===== src/rtl/parking_occupancy.sv =====
// Parking lot occupancy tracker: counts entry/exit events, flags full/empty and sticky
// sensor-consistency errors, and sequences the entry barrier (request/open/timeout).
module parking_occupancy #(
  parameter int unsigned CAPACITY     = 8,
  parameter int unsigned CNT_W        = 4,
  parameter int unsigned GATE_TIMEOUT = 100,
  parameter int unsigned TMR_W        = 7
) (
  input  logic             clk,
  input  logic             reset,
  input  logic             car_in,
  input  logic             car_out,
  input  logic             entry_req,
  input  logic             clear_err,
  output logic [CNT_W-1:0] count,
  output logic [CNT_W-1:0] free,
  output logic             full,
  output logic             empty,
  output logic             gate_open,
  output logic             gate_timeout,
  output logic             overflow_err,
  output logic             underflow_err
);

  localparam logic [CNT_W-1:0] Cap      = CNT_W'(CAPACITY);
  localparam logic [TMR_W-1:0] TmrLast  = TMR_W'(GATE_TIMEOUT - 1);

  typedef enum logic [1:0] {StIdle, StOpen, StWaitClr} gate_state_e;

  gate_state_e      state_q;
  logic [TMR_W-1:0] timer_q;
  logic             in_q, out_q;
  logic             in_ev, out_ev;
  logic [CNT_W-1:0] count_q, count_d;
  logic             ovf_q, ovf_d, unf_q, unf_d;

  assign in_ev  = car_in & ~in_q;
  assign out_ev = car_out & ~out_q;

  assign count         = count_q;
  assign free          = Cap - count_q;
  assign full          = (count_q == Cap);
  assign empty         = (count_q == '0);
  assign overflow_err  = ovf_q;
  assign underflow_err = unf_q;

  // Simultaneous entry and exit cancel out, even at the full/empty limits.
  always_comb begin
    count_d = count_q;
    ovf_d   = clear_err ? 1'b0 : ovf_q;
    unf_d   = clear_err ? 1'b0 : unf_q;
    if (in_ev && !out_ev) begin
      if (count_q < Cap) count_d = count_q + CNT_W'(1);
      else               ovf_d   = 1'b1;
    end else if (out_ev && !in_ev) begin
      if (count_q != '0) count_d = count_q - CNT_W'(1);
      else               unf_d   = 1'b1;
    end
  end

  always_ff @(posedge clk or negedge reset) begin
    if (!reset) begin
      in_q    <= 1'b0;
      out_q   <= 1'b0;
      count_q <= '0;
      ovf_q   <= 1'b0;
      unf_q   <= 1'b0;
    end else begin
      in_q    <= car_in;
      out_q   <= car_out;
      count_q <= count_d;
      ovf_q   <= ovf_d;
      unf_q   <= unf_d;
    end
  end

  always_ff @(posedge clk or negedge reset) begin
    if (!reset) begin
      state_q      <= StIdle;
      timer_q      <= '0;
      gate_open    <= 1'b0;
      gate_timeout <= 1'b0;
    end else begin
      gate_timeout <= 1'b0;
      unique case (state_q)
        StIdle: begin
          if (entry_req && !full) begin
            state_q   <= StOpen;
            timer_q   <= '0;
            gate_open <= 1'b1;
          end
        end
        StOpen: begin
          timer_q <= timer_q + TMR_W'(1);
          if (in_ev) begin
            state_q   <= StWaitClr;
            gate_open <= 1'b0;
          end else if (timer_q == TmrLast) begin
            state_q      <= StWaitClr;
            gate_open    <= 1'b0;
            gate_timeout <= 1'b1;
          end
        end
        StWaitClr: begin
          // Button must be released before the gate can be requested again.
          if (!entry_req) state_q <= StIdle;
        end
        default: begin
          state_q   <= StIdle;
          gate_open <= 1'b0;
        end
      endcase
    end
  end

endmodule


===== config.mk =====
export PLATFORM = sky130hd
export DESIGN_NAME = parking_occupancy
export DESIGN_NICKNAME = d
export VERILOG_FILES = /design/src/rtl/parking_occupancy.sv
export SDC_FILE = /design/constraint.sdc
export NUM_CORES = 1
export LEC_CHECK = 0
export BUFFER_PORTS_ARGS = -buffer_cell sky130_fd_sc_hd__buf_2
export CORE_UTILIZATION = 55
export CTS_BUF_LIST = sky130_fd_sc_hd__clkbuf_4 sky130_fd_sc_hd__clkbuf_8
export CTS_CLUSTER_DIAMETER = 150
export DETAILED_ROUTE_END_ITERATION = 7
export PLACE_DENSITY = 0.8
export REMOVE_ABC_BUFFERS = 1
export SKIP_CTS_REPAIR_TIMING = 1
export SYNTH_ARGS = -nofsm -noshare
export SYNTH_HDL_FRONTEND = slang
export SYNTH_SLANG_ARGS = --single-unit

===== constraint.sdc =====
create_clock -name clk -period 2.63 [get_ports clk]
set_input_delay 0.526 -clock clk [delete_from_list [all_inputs] [get_ports clk]]
set_output_delay 0.526 -clock clk [all_outputs]
set_load 0.05 [all_outputs]

== After elaboration in Yosys (flattened, before gate mapping) ==
Index checks and enable logic that the tools add are counted.
Storage, ports and cells
  memories kept: 0
  bits in read-only memories: 0
  word-level logic and storage cells: 68
  latch bits: 0
  register bits after elaboration: 19
  bits of input ports: 6
  memory bits (writable): 0
  output and inout port bits: 14
Cells by class
  bitwise gates (word level): 5
  reduce and logical (&&, ||, !) cells: 16
  muxes and demuxes: 25
  shift operators: 0
  eq/ne operators: 8
  divide/modulo/power cells: 0
  $add $sub $neg: 4
  order comparisons: 1
  multipliers: 0
Operators by type and width (count)
  $mux W4: 4
  $pmux W7 S2: 1
  $mux W1: 13
  $reduce_and A3 Y1: 3
  $mux W2: 4
  $add A7 B1 Y7 const B: 1
  $eq A7 B7 Y1 const B: 1
  $mux W7: 1
  $pmux W2 S3: 1
  $reduce_bool A2 Y1: 3
  $add A4 B1 Y4 const B: 1
  $eq A4 B4 Y1 const B: 1
  $logic_not A4 Y1: 1
  $lt A4 B4 Y1 const B: 1
  $ne A2 B2 Y1 const B: 2
  $reduce_bool A4 Y1: 1
  $sub A4 B1 Y4 const B: 1
  $sub A4 B4 Y4 const A: 1
  $logic_and A1 B1 Y1: 3
  $logic_not A1 Y1: 3
  $ne A3 B3 Y1 const B: 1
  $not A1 Y1: 3
  $pmux W1 S3: 1
  $and A1 B1 Y1: 2
  5 further kinds: 5

== Longest topological paths before layout ==
  depth after elaboration: 6
  depth in mapped cells: 9
  gate-level depth less buffers: 9

== Least setup slack after synthesis ==
No wires, ideal clock.
  path type: register to output
  start: register count_q[0], in the netlist count[0]
  end: output port free[2]
  cell stages (with the launch flop): 4
  data required time: 2.104 ns
  setup slack: 0.189 ns
  arrival: 1.915 ns
  cells stage by stage: dfrtp_1 -> inv_1 -> ha_1 -> xnor2_1
Between the ends
  cells in the longest elaborated chain, start to end: 1
RTL lines
  start: declaration: line 34  | logic [CNT_W-1:0] count_q, count_d;
  start signal: assignment: line 71  | count_q <= count_d;
  $sub A4 B4 Y4: line 41  | assign free = Cap - count_q;
  end: declaration: line 16  | output logic [CNT_W-1:0] free,
No other way between the ends.

== Final worst setup path ==
  start: register in_q
  end: register count_q[3], in the netlist count[3]
Between the ends
  cells in the longest elaborated chain, start to end: 6
RTL lines
  start: declaration: line 32  | logic in_q, out_q;
  start signal: assignment: line 69  | in_q <= car_in;
  $not A1 Y1 *: line 37  | assign in_ev = car_in & ~in_q;
  $and A1 B1 Y1 *: line 37
  $logic_not A1 Y1: line 55  | end else if (out_ev && !in_ev) begin
  $logic_and A1 B1 Y1: line 55
  $reduce_bool A2 Y1 (no line)
  $reduce_and A3 Y1 (no line)
Mark *: on every way between the ends. The rest lies on a longest branch, timed or not.
A chain may end at the register's enable or synchronous reset.

==> reports/results.txt <==
The run gives 0.5881 nW as the leakage dissipation. Data arrives at the worst endpoint at 2420 ps. The dominant synthesized flop cell is dfrtp_1. 0 antenna diodes ended up in the layout. The net count of the finished layout is 136. Detailed placement finished with a half-perimeter wire length of 1.477 mm.

The worst setup path is captured at a flop. The share of the clock period used by the worst path was 0.8534; the total congestion overflow was 0. In this run the horizontal extent of the chip is 45.35 um. The maximum net fanout on the critical path is 6, and the clock network latency to the later pin of the worst-skew pair is 290 ps. Synthesized area divided by synthesized cell count: 10.03 um2. The logs give 2 for the maximum count of clock buffers along a single path and 0 for the number of hold violations in the final report. The clock edge transition at the registers on the reported setup and hold paths is 110 ps. The slowest cell on the critical path is dfrtp_1. The initial antenna violation count is 0, and the y dimension of the die is 45.35 um.

The fraction of layout cells with a size suffix above 1 works out to 0.2377. TritonCTS built the clock tree. The internal portion of the total power is 0.7158 mW.

In this run the power density over the cells is 1316 mW/mm2. CTS saw 19 sinks. The max-slew violation count came out at 0. Yosys printed 0 warnings.

The tools report the portion of the post-synthesis area used by sequential elements as 0.4600. The post-synthesis register bit count is 19. The run gives 3 as the number of clock buffers inserted by TritonCTS.

By startpoint and endpoint, the worst setup path is classified as reg2reg. The number of flops mapped to enable cells by yosys is 0, and the critical path data required time is 2800 ps. Type of the tightest min-delay check: in2async.

Setup violations remaining at the end of the flow were counted as 0. The largest incremental delay on the critical path is 370 ps, and the switching power total is 0.8243 mW. Clock skew on the completed layout was measured at 4.332 ps. After the flow finishes, the layout carries non-filler instances totaling 147. Dividing the detail-routed via count by the number of cells gives 5.558. The tree is rooted in a clkbuf_4. Among cell families on the critical path, the largest total delay comes from compound AO/OA/AOI/OAI gates.

The pre-antenna-repair detailed-routing pass consisted of 4 iterations. Subtracting the final worst setup slack from the clock period gives 2244 ps. For the total standard cell area after synthesis, the log shows 0.001033 mm2.

The number of levels in the clock H-tree is 1. The final standard cell utilization of the core is 0.6703, and the remaining number of nets flagged by the antenna check after routing is 0. The number of port buffers came out at 19. Setup slack closes at 385.6 ps.

The cell area after placement was 0.001140 mm2. The critical path goes through nand2b_1 -> inv_1 -> ha_1 -> inv_1 -> ha_1 -> and3b_1 -> a311o_1 -> a221oi_2 -> a221oi_2. The starting density of the core came out at 0.5921. The DRC violation count after routing was 0. After detailed routing, the average wire length per cell comes to 13.35 um. The logs give 817 for the total number of vias and 1.963 mm for the aggregate routed wire length. The actual slew at the worst max-slew pin is 496.9 ps, and the share of total power in the clock network is 0.101. The run gives 0.7753 as the routability-driven placement congestion ratio. The worst setup path is launched from a flop. The relative slew slack was 0.6681.

IR analysis of the VDD net gives a maximum drop of 0.0008567 V. The die covers 0.002057 mm2. The area growth from synthesis to layout came out at 13.20%. Together, buffers and inverters on the worst path number 2. The flow ran to the end, and the final reports show no timing, DRC or antenna violations. Including well taps, the total number of placed cells is 143. The run gives 212.5 ps as the minimum setup slack after placement. Setup repair after global routing left no endpoint under its margin.

The net switching fraction of the power works out to 0.5352. The first global-routing pass estimated 3.249 mm of wire. The count of max-cap constraint violations was 0. 20 I/O pins were placed. The number of different library cells in the post-synthesis netlist is 30, and the via count of the first global-routing pass is 766. The number of cell rows was 15. The total area inside the core boundary comes to 0.001745 mm2.

Entering global routing, the biggest net connects 20 pins. For the number of DRC markers in iteration 0, the log shows 9. In the synthesized netlist, the number of instances is 103.

The share of flip-flops with an asynchronous set or reset after synthesis was 1.000; the share of power burned in combinational logic was 0.582. After routing the design area is 0.001170 mm2. The combined global-route utilization of all metal layers was 0.2217; the highest attainable clock frequency was 0.4455 GHz.

The run gives 0.317 as the fraction of power consumed by sequential logic.
## state kept, by name, indices dropped and copies added, names as in the netlist
signal / count
gate_open: 1
timer_q: 7
overflow_err: 1
state_q: 2
out_q: 1
in_q: 1
count: 4
gate_timeout: 1
underflow_err: 1
## metal layers
metal / routed length (um) / vias to the layer above / global-route usage
li1: - / 397 / -
met1: 961 / 394 / 0.2946
met2: 910 / 22 / 0.3478
met3: 69 / 4 / 0.04800
met4: 21 / 0 / 0.09697
met5: 0 / - / 0
## final timing paths
path                            start          to  slack [ps]  cells past startpoint
max                              in_q    count[3]         390                      9
min                             reset    count[0]         150                      1
max reg2reg                      in_q    count[3]         390                      9
min reg2reg                timer_q[0]  timer_q[0]         510                      1
max in group asynchronous       reset  timer_q[2]        2180                      1
min in group clk              car_out       out_q         350                      1
## synthesized netlist by cell type (all sizes together), types with 2 or more instances
library cell | number | area [um2]
o31ai | 2 | 15.01
a221oi | 2 | 30.03
and3 | 2 | 12.51
nand2b | 5 | 31.28
a21oi | 5 | 25.02
clkbuf | 2 | 7.510
buf | 2 | 12.51
nand2 | 6 | 22.52
xnor2 | 5 | 43.79
nor2 | 7 | 26.28
mux2 | 2 | 22.52
dfrtp | 19 | 475.5
nand3b | 2 | 15.01
nand4 | 2 | 12.51
o21ai | 6 | 30.03
inv | 10 | 37.54
nor3 | 3 | 15.01
nand3 | 3 | 15.01
a22o | 2 | 17.52
ha | 7 | 87.58
## power groups by stage
stage	clock network, mW	logic, mW	registers [mW]
after floorplan	0	0.563	0.640
after global placement	0	0.880	0.486
after detailed placement	0	0.901	0.492
after CTS	0.159	0.904	0.486
after global routing	0.170	0.968	0.503
final	0.156	0.897	0.487
## cells by family (layout without fill, tap and decap cells)
| logic type | Yosys count | count (layout) | synth area share |
|---|---|---|---|
| simple gates | 34 | 34 | 0.1755 |
| xor+xnor | 5 | 5 | 0.04237 |
| mux | 2 | 2 | 0.02179 |
| flops | 19 | 19 | 0.4601 |
| fa+ha+maj | 7 | 7 | 0.08474 |
| buf+inv | 14 | 33 | 0.05569 |
| compound gates | 22 | 22 | 0.1598 |
## cell usage in the layout (no fill, tap or decap), types with 2 or more instances in the layout
| master | Yosys | routed |
|---|---|---|
| a21oi_1 | 5 | 5 |
| a221oi_2 | 2 | 2 |
| nand3b_1 | 2 | 2 |
| inv_1 | 10 | 10 |
| a22o_1 | 2 | 2 |
| dfrtp_1 | 19 | 19 |
| nand4_1 | 2 | 2 |
| ha_1 | 7 | 7 |
| nand2b_1 | 5 | 5 |
| nand3_1 | 3 | 3 |
| o21ai_0 | 6 | 6 |
| nor2_1 | 7 | 7 |
| nand2_1 | 6 | 6 |
| buf_2 | 1 | 19 |
| and3_1 | 2 | 2 |
| xnor2_1 | 5 | 5 |
| o31ai_1 | 2 | 2 |
| clkbuf_4 | 0 | 4 |
| nor3_1 | 3 | 3 |
| mux2_2 | 2 | 2 |
## worst reg2reg max path: cells and delay by family (launching register included)
family | cells | cell delay [ps]
AO/OA/AOI/OAI | 3 | 630
adder cells (fa/ha/maj) | 2 | 600
buffers and inverters | 2 | 180
flip-flops | 1 | 370
AND/OR/NAND/NOR | 2 | 360
## final cells by class
| cell class | instances | area, um2 |
|---|---|---|
| fillers | 138 | 575.6 |
| multi-input cells | 70 | 500.5 |
| flip-flops and latches | 19 | 475.5 |
| repair buffers | 19 | 95.09 |
| inverters | 10 | 37.54 |
| well taps | 25 | 31.28 |
| clock buffers | 4 | 30.03 |
## through the flow
stage                     hold WS, ps  TNS, ps  power, mW
final                           152.6        0      1.540
after global routing            178.8        0      1.641
after CTS                       160.7        0      1.548
after detailed placement        485.3        0      1.393
after global placement          477.2        0      1.366
after floorplan                 230.4   -141.6      1.203
Power figures use the tool's default switching activity.
